File: src/rtl/ifetch_queue_if.sv
// Bus bundle for the instruction prefetch queue.
// The master modport is the queue itself. It drives the word-fetch request and the
// instruction stream, and it receives fetch responses plus the redirect/stall controls.
// The slave modport is the memory and decoder side seen from outside the queue.
interface ifetch_queue_if #(
  parameter int RV = 32
);
  logic          fetch_req;
  logic [RV-1:0] fetch_addr;
  logic          fetch_ack;
  logic [31:0]   fetch_data;
  logic          fetch_fault;
  logic          redirect;
  logic [RV-1:0] redirect_pc;
  logic          stall;
  logic [15:0]   ins;
  logic          idone;
  logic [RV-1:0] ins_pc;
  logic          ins_fault;

  modport master (
    output fetch_req, fetch_addr, ins, idone, ins_pc, ins_fault,
    input  fetch_ack, fetch_data, fetch_fault, redirect, redirect_pc, stall
  );

  modport slave (
    input  fetch_req, fetch_addr, ins, idone, ins_pc, ins_fault,
    output fetch_ack, fetch_data, fetch_fault, redirect, redirect_pc, stall
  );
endinterface

File: src/rtl/ifetch_queue.sv
// Instruction prefetch queue for the 16-bit decoder.
// Fetches aligned 32-bit words and splits each word into two halfword entries.
// It presents one entry per cycle together with its PC.
// Queue space is reserved when a fetch is issued, so a returning word always fits.
// A redirect flushes everything.
// A fetch that is still outstanding when the redirect arrives is completed and its data dropped.
// A faulting fetch leaves a single fault marker in the queue and parks the fetcher until the next redirect.
module ifetch_queue #(
  parameter int RV    = 32,
  parameter int DEPTH = 4
) (
  input  logic           clk,
  input  logic           reset_n,
  ifetch_queue_if.master bus
);

  localparam int AW = $clog2(DEPTH);
  localparam int CW = AW + 1;
  localparam logic [CW-1:0] ISSUE_MAX = CW'(DEPTH - 2);

  typedef enum logic [1:0] {
    IDLE,
    REQ,
    DISCARD,
    HALT
  } state_t;

  state_t        state_q, state_d;
  logic [RV-1:0] pc_q, pc_d;
  logic [RV-1:0] fetch_addr_q, fetch_addr_d;
  logic [RV-1:0] head_pc_q, head_pc_d;
  logic [16:0]   mem_q [DEPTH];
  logic [16:0]   mem_d [DEPTH];
  logic [AW-1:0] rd_q, rd_d;
  logic [AW-1:0] wr_q, wr_d;
  logic [AW-1:0] wr_nxt;
  logic [CW-1:0] count_q, count_d;

  logic [1:0]    push_cnt;
  logic [16:0]   push_e0;
  logic [16:0]   push_e1;
  logic [16:0]   head;
  logic          empty;
  logic          idone;

  assign head   = mem_q[rd_q];
  assign empty  = (count_q == '0);
  assign idone  = !empty && !bus.stall && !bus.redirect;
  assign wr_nxt = wr_q + AW'(1);

  assign bus.idone      = idone;
  assign bus.ins        = head[15:0];
  assign bus.ins_fault  = head[16];
  assign bus.ins_pc     = head_pc_q;
  assign bus.fetch_req  = (state_q == REQ) || (state_q == DISCARD);
  assign bus.fetch_addr = fetch_addr_q;

  // Fetch sequencer: issue a word fetch when two slots are free, then decide what the response pushes
  always_comb begin
    state_d      = state_q;
    pc_d         = pc_q;
    fetch_addr_d = fetch_addr_q;
    push_cnt     = 2'd0;
    push_e0      = '0;
    push_e1      = '0;

    case (state_q)
      IDLE: begin
        if (!bus.redirect && (count_q <= ISSUE_MAX)) begin
          fetch_addr_d = pc_q & ~RV'(3);
          state_d      = REQ;
        end
      end
      REQ: begin
        if (bus.redirect) begin
          state_d = bus.fetch_ack ? IDLE : DISCARD;
        end else if (bus.fetch_ack) begin
          if (bus.fetch_fault) begin
            push_cnt = 2'd1;
            push_e0  = {1'b1, 16'h0000};
            state_d  = HALT;
          end else begin
            if (pc_q[1]) begin
              push_cnt = 2'd1;
              push_e0  = {1'b0, bus.fetch_data[31:16]};
            end else begin
              push_cnt = 2'd2;
              push_e0  = {1'b0, bus.fetch_data[15:0]};
              push_e1  = {1'b0, bus.fetch_data[31:16]};
            end
            pc_d    = fetch_addr_q + RV'(4);
            state_d = IDLE;
          end
        end
      end
      DISCARD: begin
        if (bus.fetch_ack) begin
          state_d = IDLE;
        end
      end
      HALT: begin
        if (bus.redirect) begin
          state_d = IDLE;
        end
      end
      default: begin
        state_d = IDLE;
      end
    endcase

    if (bus.redirect) begin
      pc_d = bus.redirect_pc & ~RV'(1);
    end
  end

  // Queue bookkeeping: write pushed entries, pop on idone, and flush everything on redirect
  always_comb begin
    mem_d     = mem_q;
    rd_d      = rd_q;
    wr_d      = wr_q;
    count_d   = count_q;
    head_pc_d = head_pc_q;

    if (push_cnt != 2'd0) begin
      mem_d[wr_q] = push_e0;
    end
    if (push_cnt == 2'd2) begin
      mem_d[wr_nxt] = push_e1;
    end
    wr_d = wr_q + AW'(push_cnt);

    if (idone) begin
      rd_d      = rd_q + AW'(1);
      head_pc_d = head_pc_q + RV'(2);
    end

    count_d = count_q + CW'(push_cnt) - CW'(idone);

    if (bus.redirect) begin
      rd_d      = '0;
      wr_d      = '0;
      count_d   = '0;
      head_pc_d = bus.redirect_pc & ~RV'(1);
    end
  end

  // State and queue registers; reset abandons any outstanding fetch immediately
  always_ff @(posedge clk or negedge reset_n) begin
    if (!reset_n) begin
      state_q      <= IDLE;
      pc_q         <= '0;
      fetch_addr_q <= '0;
      head_pc_q    <= '0;
      rd_q         <= '0;
      wr_q         <= '0;
      count_q      <= '0;
      for (int i = 0; i < DEPTH; i++) begin
        mem_q[i] <= '0;
      end
    end else begin
      state_q      <= state_d;
      pc_q         <= pc_d;
      fetch_addr_q <= fetch_addr_d;
      head_pc_q    <= head_pc_d;
      rd_q         <= rd_d;
      wr_q         <= wr_d;
      count_q      <= count_d;
      mem_q        <= mem_d;
    end
  end

endmodule
File: src/flat_wrapper.sv
// flat-port wrapper written by rule: the top's interface ports become plain ports
module ifetch_queue_flat 
#(
  parameter int RV    = 32,
  parameter int DEPTH = 4
)
  (clk, reset_n, bus_fetch_req, bus_fetch_addr, bus_ins, bus_idone, bus_ins_pc, bus_ins_fault, bus_fetch_ack, bus_fetch_data, bus_fetch_fault, bus_redirect, bus_redirect_pc, bus_stall);
  ifetch_queue_if #(.RV(RV)) bus_i ();
  input  logic clk;
  input  logic reset_n;
  output wire logic [$bits(bus_i.fetch_req)-1:0] bus_fetch_req;
  output wire logic [$bits(bus_i.fetch_addr)-1:0] bus_fetch_addr;
  output wire logic [$bits(bus_i.ins)-1:0] bus_ins;
  output wire logic [$bits(bus_i.idone)-1:0] bus_idone;
  output wire logic [$bits(bus_i.ins_pc)-1:0] bus_ins_pc;
  output wire logic [$bits(bus_i.ins_fault)-1:0] bus_ins_fault;
  input wire logic [$bits(bus_i.fetch_ack)-1:0] bus_fetch_ack;
  input wire logic [$bits(bus_i.fetch_data)-1:0] bus_fetch_data;
  input wire logic [$bits(bus_i.fetch_fault)-1:0] bus_fetch_fault;
  input wire logic [$bits(bus_i.redirect)-1:0] bus_redirect;
  input wire logic [$bits(bus_i.redirect_pc)-1:0] bus_redirect_pc;
  input wire logic [$bits(bus_i.stall)-1:0] bus_stall;
  assign bus_fetch_req = bus_i.fetch_req;
  assign bus_fetch_addr = bus_i.fetch_addr;
  assign bus_ins = bus_i.ins;
  assign bus_idone = bus_i.idone;
  assign bus_ins_pc = bus_i.ins_pc;
  assign bus_ins_fault = bus_i.ins_fault;
  assign bus_i.fetch_ack = bus_fetch_ack;
  assign bus_i.fetch_data = bus_fetch_data;
  assign bus_i.fetch_fault = bus_fetch_fault;
  assign bus_i.redirect = bus_redirect;
  assign bus_i.redirect_pc = bus_redirect_pc;
  assign bus_i.stall = bus_stall;
  ifetch_queue #(.RV(RV), .DEPTH(DEPTH)) u_core (.clk(clk), .reset_n(reset_n), .bus(bus_i));
endmodule
File: config.mk
export PLATFORM = sky130hd
export DESIGN_NAME = ifetch_queue_flat
export DESIGN_NICKNAME = d
export VERILOG_FILES = /design/src/rtl/ifetch_queue_if.sv /design/src/rtl/ifetch_queue.sv /design/src/flat_wrapper.sv
export SDC_FILE = /design/constraint.sdc
export NUM_CORES = 1
export LEC_CHECK = 0
export CAP_MARGIN = 0
export CORE_UTILIZATION = 58
export DETAILED_ROUTE_END_ITERATION = 12
export PLACE_DENSITY = 0.93
export SETUP_SLACK_MARGIN = 0.3
export SLEW_MARGIN = 10
export SYNTH_ARGS = -nofsm -noshare
export SYNTH_HDL_FRONTEND = slang
export SYNTH_SLANG_ARGS = --single-unit
File: constraint.sdc
create_clock -name clk -period 5.7 [get_ports clk]
set_input_delay 0.855 -clock clk [delete_from_list [all_inputs] [get_ports clk]]
set_output_delay 0.855 -clock clk [all_outputs]
set_load 0.05 [all_outputs]
==> flow_results.org <==
** Floorplan
- Die Height :: 127 µm
- The floorplan has 45 rows.
- The die is 127 µm wide.
- Area of the placeable core :: 15200 µm²
- Once the floorplan was initialized, standard cells occupied 59.3% of the core.
- Total I/O pin count :: 153
- Floorplan die area :: 16100 µm²

** Synthesis
- Leading cell types by total area after synthesis :: sky130_fd_sc_hd__dfrtp_1 (47%), sky130_fd_sc_hd__mux2i_1 (7.8%), sky130_fd_sc_hd__nand2_1 (4.9%)
- In the synthesized netlist the dominant register cell turns out to be sky130_fd_sc_hd__dfrtp_1.
- EDFF count, synth :: 0
- In the synthesized netlist, the number of instances is 883.
- Combined area of all synthesized cells :: 9020 µm²
- Synth warnings :: 0
- Async SR Flop Fraction :: 100%
- Number of different library cells in the post-synthesis netlist :: 48
- A synthesized cell averages 10.2 µm².
- The largest total area in the synthesized netlist belongs to sky130_fd_sc_hd__dfrtp_1.
- Count of state elements after synthesis :: 169
- The top cell type by area accounts for 46.9% of the synthesized area.
- Sequential-to-total area share from yosys stat :: 46.9%

** Drt
- For this run, design rule violations remaining after detail routing come to 0.
- Average routed wire per standard cell :: 20.9 µm
- After detailed routing, the number of vias per cell comes to 6.32.
- Detailed routing inserted a total of 7639 vias.
- The count of nets left with antenna violations once routing finished came out at 0.
- The routed design has 25.2 mm of wire.
- Detailed-routing iteration count for the pre-antenna-repair pass :: 5
- Iteration-0 DRC Markers :: 987

** Timing
- RSZ-0062 raised after global routing :: false
- Final number of setup-violating endpoints :: 0
- Based on the critical path, the design can be clocked at up to 0.274 GHz.
- The count of pins over their slew limit is 0.
- Number of failing hold endpoints at the final stage :: 0
- Tightest slew margin relative to the limit :: 14.1%
- Across all setup checks in the final design, the least slack found is 2060 ps.
- Fin crit share :: 63.9%
- Clock tree skew after final layout :: 8.22 ps
- For the final routed database, the setup TNS stands at 0 ps.
- The routed design could run at a clock period as short as 3640 ps.
- For the pin with the worst max-slew slack, the measured transition is 1290 ps.

** Clock network
- Number of buffers inserted to repair setup after CTS :: 0
- In this run, post-CTS repair resized a total of 0 instances.
- Maximum clock insertion buffer count :: 2
- The later pin in the worst-skew pair is clocked with a latency of 430 ps.
- TritonCTS built the clock tree.
- Total clock buffers created by CTS :: 17
- Clock root buffer :: sky130_fd_sc_hd__clkbuf_16
- In this run the number of H-tree levels came out at 4.
- After clock tree synthesis, the flow added hold-fix buffers numbering 0.
- After clock tree synthesis, the clock-pin slew on the worst setup and hold paths is 60 ps.
- Number of clock sinks :: 169

** Setup path
- For the worst setup path, the data required time is 4850 ps.
- Data arrives at the worst endpoint at 2790 ps.
- Worst Setup End Kind :: primary output
- STA classifies the critical path startpoint as a flip-flop.
- The worst setup path is of the flip-flop to primary output kind.
- Crit Path Max Fanout :: 18

** Power
- Pwr Density :: 455 nW/µm²
- Across the VDD grid, the largest voltage drop is 269 µV.
- The analysis attributes to cell leakage a power of 0.00445 µW.

** Run status
- The run finished with clean final reports.

** Cells and area
- The post-route netlist has 13.1% of its cells at a drive strength greater than 1.
- Layout-stage area growth over the synthesis result :: 23.8%
- Fin util :: 73.4%
- Antenna cells :: 0
- The layout has 952 filler cells.
- Post-layout nets :: 1089

** Hold path
- In this run the worst hold path is classified as primary input to asynchronous set/reset pin.

** Global routing
- Leftover overflow at the end of global routing :: 0
- The via count of the first global-routing pass was 7742.
- Entering global routing, the biggest net connects 81 pins.
- Global routing consumed, over all layers together, 32.6% of the routing resources.
- Global-route wire length before repair :: 40.4 mm
- Antenna violations before repair :: 0

** Placement
- Worst slack at placement :: 1990 ps
- Port Buffer Count :: 148
- DPL Wire Length :: 15.6 mm
- The congestion estimate from routability-driven global placement came to 0.865.

** Job
- Max-cap violations in this run came to 0.
-- metal layers --
layer,routed length (µm),GRT usage (%),vias up
met2,12400,52.9,405
met3,1850,6.20,74
li1,-,-,3377
met4,895,15.8,0
met5,0,0,-
met1,10100,42.4,3783
-- through the flow --
| stage | cell area, µm² | power, µW | std cells | hold slack (ps) |
|---|---|---|---|---|
| global placement | 10600 | 3830 | 1177 | 481 |
| floorplan | 9030 | 3220 | 885 | 473 |
| finish | 11200 | 5080 | 1209 | 444 |
| global route | 11200 | 5270 | 1209 | 511 |
| detailed placement | 10600 | 3900 | 1177 | 490 |
| CTS | 11200 | 5070 | 1209 | 493 |
-- layout by cell type, fill, tap and decap left out, types with 2 or more instances in the layout --
cell,instances
sky130_fd_sc_hd__a21oi_1,26
sky130_fd_sc_hd__a21oi_2,16
sky130_fd_sc_hd__and2_1,3
sky130_fd_sc_hd__and3_1,11
sky130_fd_sc_hd__and4_1,2
sky130_fd_sc_hd__buf_4,13
sky130_fd_sc_hd__clkbuf_16,17
sky130_fd_sc_hd__clkdlybuf4s50_1,146
sky130_fd_sc_hd__clkinv_4,4
sky130_fd_sc_hd__clkinvlp_4,4
sky130_fd_sc_hd__conb_1,3
sky130_fd_sc_hd__dfrtp_1,169
sky130_fd_sc_hd__ha_1,10
sky130_fd_sc_hd__inv_1,12
sky130_fd_sc_hd__inv_6,5
sky130_fd_sc_hd__mux2_2,31
sky130_fd_sc_hd__mux2i_1,70
sky130_fd_sc_hd__mux4_2,17
sky130_fd_sc_hd__nand2_1,118
sky130_fd_sc_hd__nand3_1,27
sky130_fd_sc_hd__nand3b_1,2
sky130_fd_sc_hd__nand4_1,24
sky130_fd_sc_hd__nor2_1,52
sky130_fd_sc_hd__nor2_2,14
sky130_fd_sc_hd__nor2b_1,3
sky130_fd_sc_hd__nor3_1,20
sky130_fd_sc_hd__nor3_2,3
sky130_fd_sc_hd__nor4_1,4
sky130_fd_sc_hd__nor4_2,2
sky130_fd_sc_hd__o211ai_1,6
sky130_fd_sc_hd__o21ai_0,85
sky130_fd_sc_hd__o221ai_1,17
sky130_fd_sc_hd__o31ai_1,2
sky130_fd_sc_hd__xnor2_1,19
sky130_fd_sc_hd__xor2_1,44
-- final timing paths --
check                      depth (start not counted)                          start                                     to  slack [ps]
min reg2reg                                        1    u_core.pc_q[18]$_DFFE_PN0P_  u_core.bus.fetch_addr[18]$_DFFE_PN0P_         500
max in group asynchronous                          2                        reset_n             u_core.mem_q[33]$_DFF_PN0_        4110
min in group clk                                   1    u_core.pc_q[18]$_DFFE_PN0P_  u_core.bus.fetch_addr[18]$_DFFE_PN0P_         500
min                                                1                        reset_n             u_core.mem_q[38]$_DFF_PN0_         440
max reg2reg                                        7  u_core.state_q[1]$_DFFE_PN0P_             u_core.mem_q[48]$_DFF_PN0_        2630
max                                                2     u_core.rd_q[1]$_DFFE_PN0N_                          bus_ins_fault        2060
-- worst max-delay path, stage by stage (launching register included) --
cell,delay (ps)
sky130_fd_sc_hd__dfrtp_1,1010
sky130_fd_sc_hd__mux4_2,630
sky130_fd_sc_hd__clkdlybuf4s50_1,720
-- cells by family after synthesis --
group                      after synthesis  synth area share [%]
DFF                                    169                  46.9
xor gates and xnor gates                63                  6.12
AOI/OAI and AO/OA                      155                  10.3
muxes                                  118                  15.9
buffers and inverters                   70                  3.51
adders and majority gates               11                  1.61
other                                    1                0.0416
and+or+nand+nor                        296                  15.7
-- Yosys cell counts, drive strengths merged, types with 24 or more instances --
cell	number
clkbuf	32
mux2i	70
xor2	44
mux2	31
nand2	119
dfrtp	169
a21oi	42
nand3	27
o21ai	85
buf	25
nand4	24
nor2	66
-- power by group --
part / switching, µW / internal, µW
logic: 1230 / 823
clock network: 518 / 622
registers: 370 / 1520
total: 2120 / 2970
-- layout make-up --
class                      count  area (µm²)  area share (%)
timing repair buffer         161        1580            14.1
clock inverter                14         139            1.24
inverter                      13        48.8           0.437
sequential                   169        4230            37.9
tap                          188         235            2.11
clock buffer                  18         439            3.93
multi-input combinational    646        4500            40.3
-- state kept, by name (all words and copies together), names as in the netlist --
| register | count |
|---|---|
| u_core.mem_q | 68 |
| u_core.bus.fetch_addr | 30 |
| u_core.rd_q | 2 |
| u_core.bus.ins_pc | 31 |
| u_core.pc_q | 31 |
| u_core.count_q | 3 |
| u_core.state_q | 2 |
| u_core.wr_q | 2 |
No activity file was read; power rests on OpenSTA's default activity.
